--- src/rtl/lpc_pkg.sv ---
// rtl/lpc_pkg.sv - shared widths, state encodings and limits for the LPC I/O dispatcher
// Purpose: common definitions imported by lpc_win_decode and lpc_io_dispatch.
// Ports: none (package).
package lpc_pkg;

  localparam int LPC_ADDR_W = 16;
  localparam int LPC_DATA_W = 8;

  localparam logic [1:0] ST_IDLE     = 2'd0;
  localparam logic [1:0] ST_ACCESS   = 2'd1;
  localparam logic [1:0] ST_WAIT_END = 2'd2;

  typedef enum logic [1:0] {
    IDLE     = ST_IDLE,
    ACCESS   = ST_ACCESS,
    WAIT_END = ST_WAIT_END
  } lpc_state_e;

  localparam logic [LPC_DATA_W-1:0] MISS_MAX = 8'hFF;

endpackage

--- src/rtl/lpc_win_decode.sv ---
// rtl/lpc_win_decode.sv - base/mask window compare with lowest-index-wins priority
// Purpose: combinational address decode for NUM_TGT backend targets.
// Ports:
//   addr       in  LPC_ADDR_W  I/O address being decoded
//   tgt_en     in  NUM_TGT     per-target runtime enable
//   hit_onehot out NUM_TGT     one-hot winning target, 0 when nothing matches
module lpc_win_decode
  import lpc_pkg::*;
#(
  parameter int                          NUM_TGT  = 4,
  parameter logic [NUM_TGT*16-1:0]       TGT_BASE = {16'h0400, 16'h03F8, 16'h0060, 16'h0080},
  parameter logic [NUM_TGT*16-1:0]       TGT_MASK = {16'hFF00, 16'hFFF8, 16'hFFFB, 16'hFFFF}
) (
  input  logic [LPC_ADDR_W-1:0] addr,
  input  logic [NUM_TGT-1:0]    tgt_en,
  output logic [NUM_TGT-1:0]    hit_onehot
);

  logic [NUM_TGT-1:0] hit_raw;
  logic               found;

  always_comb begin
    hit_raw = '0;
    for (int i = 0; i < NUM_TGT; i++) begin
      // A mask bit of 1 means that address bit must equal the base bit.
      hit_raw[i] = tgt_en[i] &
                   (((addr ^ TGT_BASE[LPC_ADDR_W*i +: LPC_ADDR_W]) &
                     TGT_MASK[LPC_ADDR_W*i +: LPC_ADDR_W]) == '0);
    end
  end

  // Overlapping windows resolve to the lowest index.
  always_comb begin
    hit_onehot = '0;
    found      = 1'b0;
    for (int i = 0; i < NUM_TGT; i++) begin
      if (hit_raw[i] && !found) begin
        hit_onehot[i] = 1'b1;
        found         = 1'b1;
      end
    end
  end

endmodule

--- src/rtl/lpc_io_dispatch.sv ---
// rtl/lpc_io_dispatch.sv - LPC I/O cycle claim, target strobe sequencing and read-data return
// Purpose: decode each LPC I/O cycle against the target windows, claim it in C0,
//   fire a one-cycle read or write strobe in C1 and hold the captured read data on din.
// Ports:
//   lclk, lreset_n            clock, async active-low reset
//   lpc_en, lpc_addr          cycle valid and I/O address from the LPC peripheral
//   io_rden_sm, io_wren_sm    read / write cycle flags
//   lpc_data_in               write data
//   addr_hit, din             claim and read data back to the peripheral
//   tgt_en                    per-target enable
//   tgt_sel, tgt_addr,
//   tgt_wdata, tgt_rd, tgt_wr shared backend bus
//   tgt_rdata                 per-target combinational read data
//   miss_cnt                  saturating count of unclaimed cycles
module lpc_io_dispatch
  import lpc_pkg::*;
#(
  parameter int                    NUM_TGT  = 4,
  parameter logic [NUM_TGT*16-1:0] TGT_BASE = {16'h0400, 16'h03F8, 16'h0060, 16'h0080},
  parameter logic [NUM_TGT*16-1:0] TGT_MASK = {16'hFF00, 16'hFFF8, 16'hFFFB, 16'hFFFF}
) (
  input  logic                    lclk,
  input  logic                    lreset_n,
  input  logic                    lpc_en,
  input  logic [LPC_ADDR_W-1:0]   lpc_addr,
  input  logic                    io_rden_sm,
  input  logic                    io_wren_sm,
  input  logic [LPC_DATA_W-1:0]   lpc_data_in,
  output logic                    addr_hit,
  output logic [LPC_DATA_W-1:0]   din,
  input  logic [NUM_TGT-1:0]      tgt_en,
  output logic [NUM_TGT-1:0]      tgt_sel,
  output logic [LPC_ADDR_W-1:0]   tgt_addr,
  output logic [LPC_DATA_W-1:0]   tgt_wdata,
  output logic                    tgt_rd,
  output logic                    tgt_wr,
  input  logic [NUM_TGT*8-1:0]    tgt_rdata,
  output logic [LPC_DATA_W-1:0]   miss_cnt
);

  lpc_state_e              state_q, state_d;
  logic [NUM_TGT-1:0]      hit_d, hit_q;
  logic [NUM_TGT-1:0]      tgt_sel_q, tgt_sel_d;
  logic [LPC_ADDR_W-1:0]   tgt_addr_q, tgt_addr_d;
  logic [LPC_DATA_W-1:0]   tgt_wdata_q, tgt_wdata_d;
  logic [LPC_DATA_W-1:0]   rdata_q, rdata_d;
  logic                    tgt_rd_q, tgt_rd_d;
  logic                    tgt_wr_q, tgt_wr_d;
  logic [LPC_DATA_W-1:0]   miss_cnt_q, miss_cnt_d;
  logic [LPC_DATA_W-1:0]   sel_rdata;

  lpc_win_decode #(
    .NUM_TGT  (NUM_TGT),
    .TGT_BASE (TGT_BASE),
    .TGT_MASK (TGT_MASK)
  ) u_decode (
    .addr       (lpc_addr),
    .tgt_en     (tgt_en),
    .hit_onehot (hit_d)
  );

  // hit_q is one-hot (or zero), so OR-ing the gated bytes is a clean mux.
  always_comb begin
    sel_rdata = '0;
    for (int i = 0; i < NUM_TGT; i++) begin
      if (hit_q[i]) begin
        sel_rdata = sel_rdata | tgt_rdata[8*i +: 8];
      end
    end
  end

  // The address settles a cycle before lpc_en rises, so the registered decode
  // is already valid in C0 and the claim needs no further pipeline stage.
  assign addr_hit = (state_q == IDLE) & lpc_en & (|hit_q);

  always_comb begin
    state_d     = state_q;
    tgt_sel_d   = tgt_sel_q;
    tgt_addr_d  = tgt_addr_q;
    tgt_wdata_d = tgt_wdata_q;
    rdata_d     = rdata_q;
    miss_cnt_d  = miss_cnt_q;
    tgt_rd_d    = 1'b0;
    tgt_wr_d    = 1'b0;
    case (state_q)
      IDLE: begin
        if (lpc_en) begin
          if (|hit_q) begin
            tgt_sel_d   = hit_q;
            tgt_addr_d  = lpc_addr;
            tgt_wdata_d = lpc_data_in;
            // Capture before the strobe so read side effects cannot alter din.
            rdata_d     = sel_rdata;
            tgt_rd_d    = io_rden_sm;
            tgt_wr_d    = io_wren_sm & ~io_rden_sm;
            state_d     = ACCESS;
          end else begin
            if (miss_cnt_q != MISS_MAX) begin
              miss_cnt_d = miss_cnt_q + 8'd1;
            end
            state_d = WAIT_END;
          end
        end
      end
      ACCESS: begin
        state_d = WAIT_END;
      end
      WAIT_END: begin
        if (!lpc_en) begin
          state_d   = IDLE;
          tgt_sel_d = '0;
        end
      end
      default: begin
        state_d   = IDLE;
        tgt_sel_d = '0;
      end
    endcase
  end

  always_ff @(posedge lclk or negedge lreset_n) begin
    if (!lreset_n) begin
      state_q     <= IDLE;
      hit_q       <= '0;
      tgt_sel_q   <= '0;
      tgt_addr_q  <= '0;
      tgt_wdata_q <= '0;
      rdata_q     <= '0;
      tgt_rd_q    <= 1'b0;
      tgt_wr_q    <= 1'b0;
      miss_cnt_q  <= '0;
    end else begin
      state_q     <= state_d;
      hit_q       <= hit_d;
      tgt_sel_q   <= tgt_sel_d;
      tgt_addr_q  <= tgt_addr_d;
      tgt_wdata_q <= tgt_wdata_d;
      rdata_q     <= rdata_d;
      tgt_rd_q    <= tgt_rd_d;
      tgt_wr_q    <= tgt_wr_d;
      miss_cnt_q  <= miss_cnt_d;
    end
  end

  assign din       = rdata_q;
  assign tgt_sel   = tgt_sel_q;
  assign tgt_addr  = tgt_addr_q;
  assign tgt_wdata = tgt_wdata_q;
  assign tgt_rd    = tgt_rd_q;
  assign tgt_wr    = tgt_wr_q;
  assign miss_cnt  = miss_cnt_q;

endmodule

--- config.mk ---
export PLATFORM = sky130hd
export DESIGN_NAME = lpc_io_dispatch
export DESIGN_NICKNAME = d
export VERILOG_FILES = /design/src/rtl/lpc_pkg.sv /design/src/rtl/lpc_win_decode.sv /design/src/rtl/lpc_io_dispatch.sv
export SDC_FILE = /design/constraint.sdc
export NUM_CORES = 1
export LEC_CHECK = 0
export ABC_AREA = 1
export ABC_CLOCK_PERIOD_IN_PS = 4900
export CORE_MARGIN = 4
export CORE_UTILIZATION = 34
export CTS_BUF_LIST = sky130_fd_sc_hd__clkbuf_4 sky130_fd_sc_hd__clkbuf_8
export CTS_CLUSTER_SIZE = 8
export DETAILED_ROUTE_END_ITERATION = 8
export PLACE_DENSITY = 0.73
export REMOVE_ABC_BUFFERS = 1
export SYNTH_ARGS = -nofsm -noshare
export SYNTH_HDL_FRONTEND = slang
export SYNTH_SLANG_ARGS = --single-unit
--- constraint.sdc ---
create_clock -name lclk -period 4.9 [get_ports lclk]
set_clock_uncertainty 0.2 [all_clocks]
set_input_delay 1.225 -clock lclk [delete_from_list [all_inputs] [get_ports lclk]]
set_output_delay 1.225 -clock lclk [all_outputs]
set_load 0.1 [all_outputs]
==> metrics.cfg <==
[cts]
clk_path_buf_depth = 2
cts_root_buf = clkbuf_8
path_clk_slew_ns = 0.09
cts-resized-gates = 0
insertion_delay_ns = 0.29
cts_setup_buffers = 0
cts_buffers = 5
cts_max_level = 2
cts.sinks = 52
cts_hold_buf = 0
tritoncts = yes

[power]
p_seq_frac = 0.428
ir_worst_vdd_v = 0.000142
p_int_mw = 0.724
switching_share = 0.369
p_leak_nw = 1.78
power_mw = 1.15
comb_power_share = 0.331
p_clk_frac = 0.240
p_switching_mw = 0.422
power_density_mw_per_mm2 = 307

[global_routing]
grt.overflow.total = 0
grt_pass1_wl_um = 10900
grt_usage = 0.155
grt_pass1_vias = 2408
antenna_found_initial = 0
grt_max_degree = 56

[critical_path]
crit_family = buffers and inverters
endpoint = addr_hit
criticalPathCategory = in -> out
crit_path_max_incr_delay_ns = 0.51
cp_cell_sequence = clkdlybuf4s50_1 -> nand2_1 -> inv_2 -> nand2_2 -> inv_4 -> buf_12
worstPathRequired_ns = 3.47
cp.arrival_ns = 2.36
worst-path-stages = 6
reg2reg_slack_ns = 2.98
critPathLaunch = lpc_en
r2r-end = din[0]
slowest_stage = clkdlybuf4s50_1
cp-start-kind = input pin
rr_worst_depth = 5
cp.buffers_inverters = 4
path_max_fanout = 13
timing.rr.start = hit_q[3]
endpoint_kind = output port

[timing]
slew_headroom = 0.332
fmax_mhz = 264
max_slew.worst_pin.slew_ns = 0.999
setup_slack_ns = 1.12
hold_violations = 0
finalCritPeriodShare = 0.772
period_needed_ns = 3.78
finalSetupTns_ns = 0
setup_viol = 0
rsz0062_at_grt = false
drv_slew = 0

[floorplanning]
coreArea_sq_mm = 0.00694
rows = 30
die_area_sq_mm = 0.00876
initial_utilization = 0.359
ios = 112
die_w_um = 93.6
die_h_um = 93.6

[synth]
synth_warnings = 0
synthTopCellsByArea = dfrtp_1, nand2_1, inv_1, o21ai_1, buf_6
yosysTopAreaCell = dfrtp_1
synth_common_cells = nand2_1, dfrtp_1, inv_1, nor2_1, o21ai_1
async_flop_share = 1.00
synth_seq_cells = 52
synth_cells = 317
ys_seq_area_frac = 0.522
syn_area_per_cell_sq_um = 7.86
synth_top_area_frac = 0.522
synth.most_common_cell = nand2_1
ys.flop_type = dfrtp_1
synth.cell_area_sq_mm = 0.00249
synth_cell_types = 22
synth-edff-count = 0

[drt]
viasPerCell = 4.46
ant_nets = 0
dr_wl_met2_um = 3170
wl_met3_um = 459
drt_first_iter_violations = 64
dr.pass1.iters = 5
vias = 2323
wl_met1_um = 2780
finalWirelength_um = 6470
highest_layer = met4
drcViolationCount = 0
drt-wirelength-per-cell_um = 12.4

[status]
status = finished clean

[placement]
dp_hpwl_um = 4900
io_buffers = 111
place_ws_ns = 1.12
gp_congestion = 0.786

[worst_hold_path]
hold_path.class = reg -> reg

[layout]
multiInputGateArea_sq_um = 976
nFillCells = 658
drive_gt1_frac = 0.0494
area_growth_syn_to_layout_pct = 49.9
regArea_sq_mm = 0.00130
antenna_cells = 0
nets = 492

[flow_run]
maxCapViolCount = 0

-- registers in the layout, summed over array words and instances, names as in the netlist --
register	cells
tgt_sel	4
din	8
state_q	2
tgt_rd	1
tgt_addr	16
tgt_wdata	8
miss_cnt	8
tgt_wr	1
hit_q	4
-- area by class of cell --
type / instances / area share
clock buffers: 5 / 0.0184
clock inverters: 1 / 0.00804
inverters: 28 / 0.0288
multi-input cells: 226 / 0.261
flip-flops and latches: 52 / 0.348
well taps: 96 / 0.0322
repair buffers: 113 / 0.303
-- worst min path at each step --
stage,depth (start not counted),slack [ns],startpoint,end
final,2,0.29,tgt_wdata[3],tgt_wdata[3]
after floorplan,2,0.34,state_q[1],state_q[1]
after CTS,2,0.29,tgt_wdata[4],tgt_wdata[4]
after global routing,2,0.32,tgt_wdata[2],tgt_wdata[2]
after detailed placement,2,0.26,tgt_wdata[4],tgt_wdata[4]
after global placement,2,0.26,tgt_wdata[2],tgt_wdata[2]
-- stage by stage --
| stage | util | cells | instance area (sq um) | hold WS, ns |
|---|---|---|---|---|
| 2_1_floorplan | - | 306 | 2380 | 0.345 |
| 5_1_grt | 0.538 | 521 | 3730 | 0.319 |
| 6_report | 0.538 | 521 | 3730 | 0.286 |
| 4_1_cts | 0.538 | 521 | 3730 | 0.289 |
| 3_5_place_dp | 0.524 | 515 | 3640 | 0.265 |
| 3_3_place_gp | 0.524 | 515 | 3640 | 0.264 |
-- routing by layer --
layer	up-vias	GRT usage
met5	-	0
met4	0	0.0421
met3	7	0.0434
met2	74	0.273
met1	1045	0.183
li1	1197	-
-- cells by family (layout without fill, tap and decap cells) --
logic type	count (synthesis)	in the layout	share of synthesized area
simple gates	190	190	0.312
buf+inv	39	147	0.0859
xor+xnor	3	3	0.0105
compound gates	32	32	0.0643
fa+ha+maj	1	1	0.00502
flops	52	52	0.522
-- placed cells by master, fill, tap and decap left out, drive strengths merged --
cell           count
ha                 1
bufinv             1
clkbuf             5
nand4              2
nand2            147
dfrtp             52
inv               28
nor2              22
buf                4
nand3b             1
nor3               2
xnor2              3
a21oi              8
nand3             16
clkdlybuf4s50    109
o21ai             24
-- worst reg2reg max path: stages (launching register included) --
cell and delay, ns:
dfrtp_1 0.55, nor2_4 0.17, nand2_2 0.09, nand2_2 0.11
buf_4 0.47, o21ai_0 0.20
-- power groups by stage --
| stage | clock [mW] | sequential, mW | combinational [mW] |
|---|---|---|---|
| floorplan | 0 | 0.661 | 0.0875 |
| global placement | 0 | 0.498 | 0.379 |
| detailed placement | 0 | 0.500 | 0.382 |
| CTS | 0.288 | 0.491 | 0.383 |
| global route | 0.305 | 0.495 | 0.407 |
| finish | 0.275 | 0.491 | 0.380 |
(Power assumes the default switching activity.)
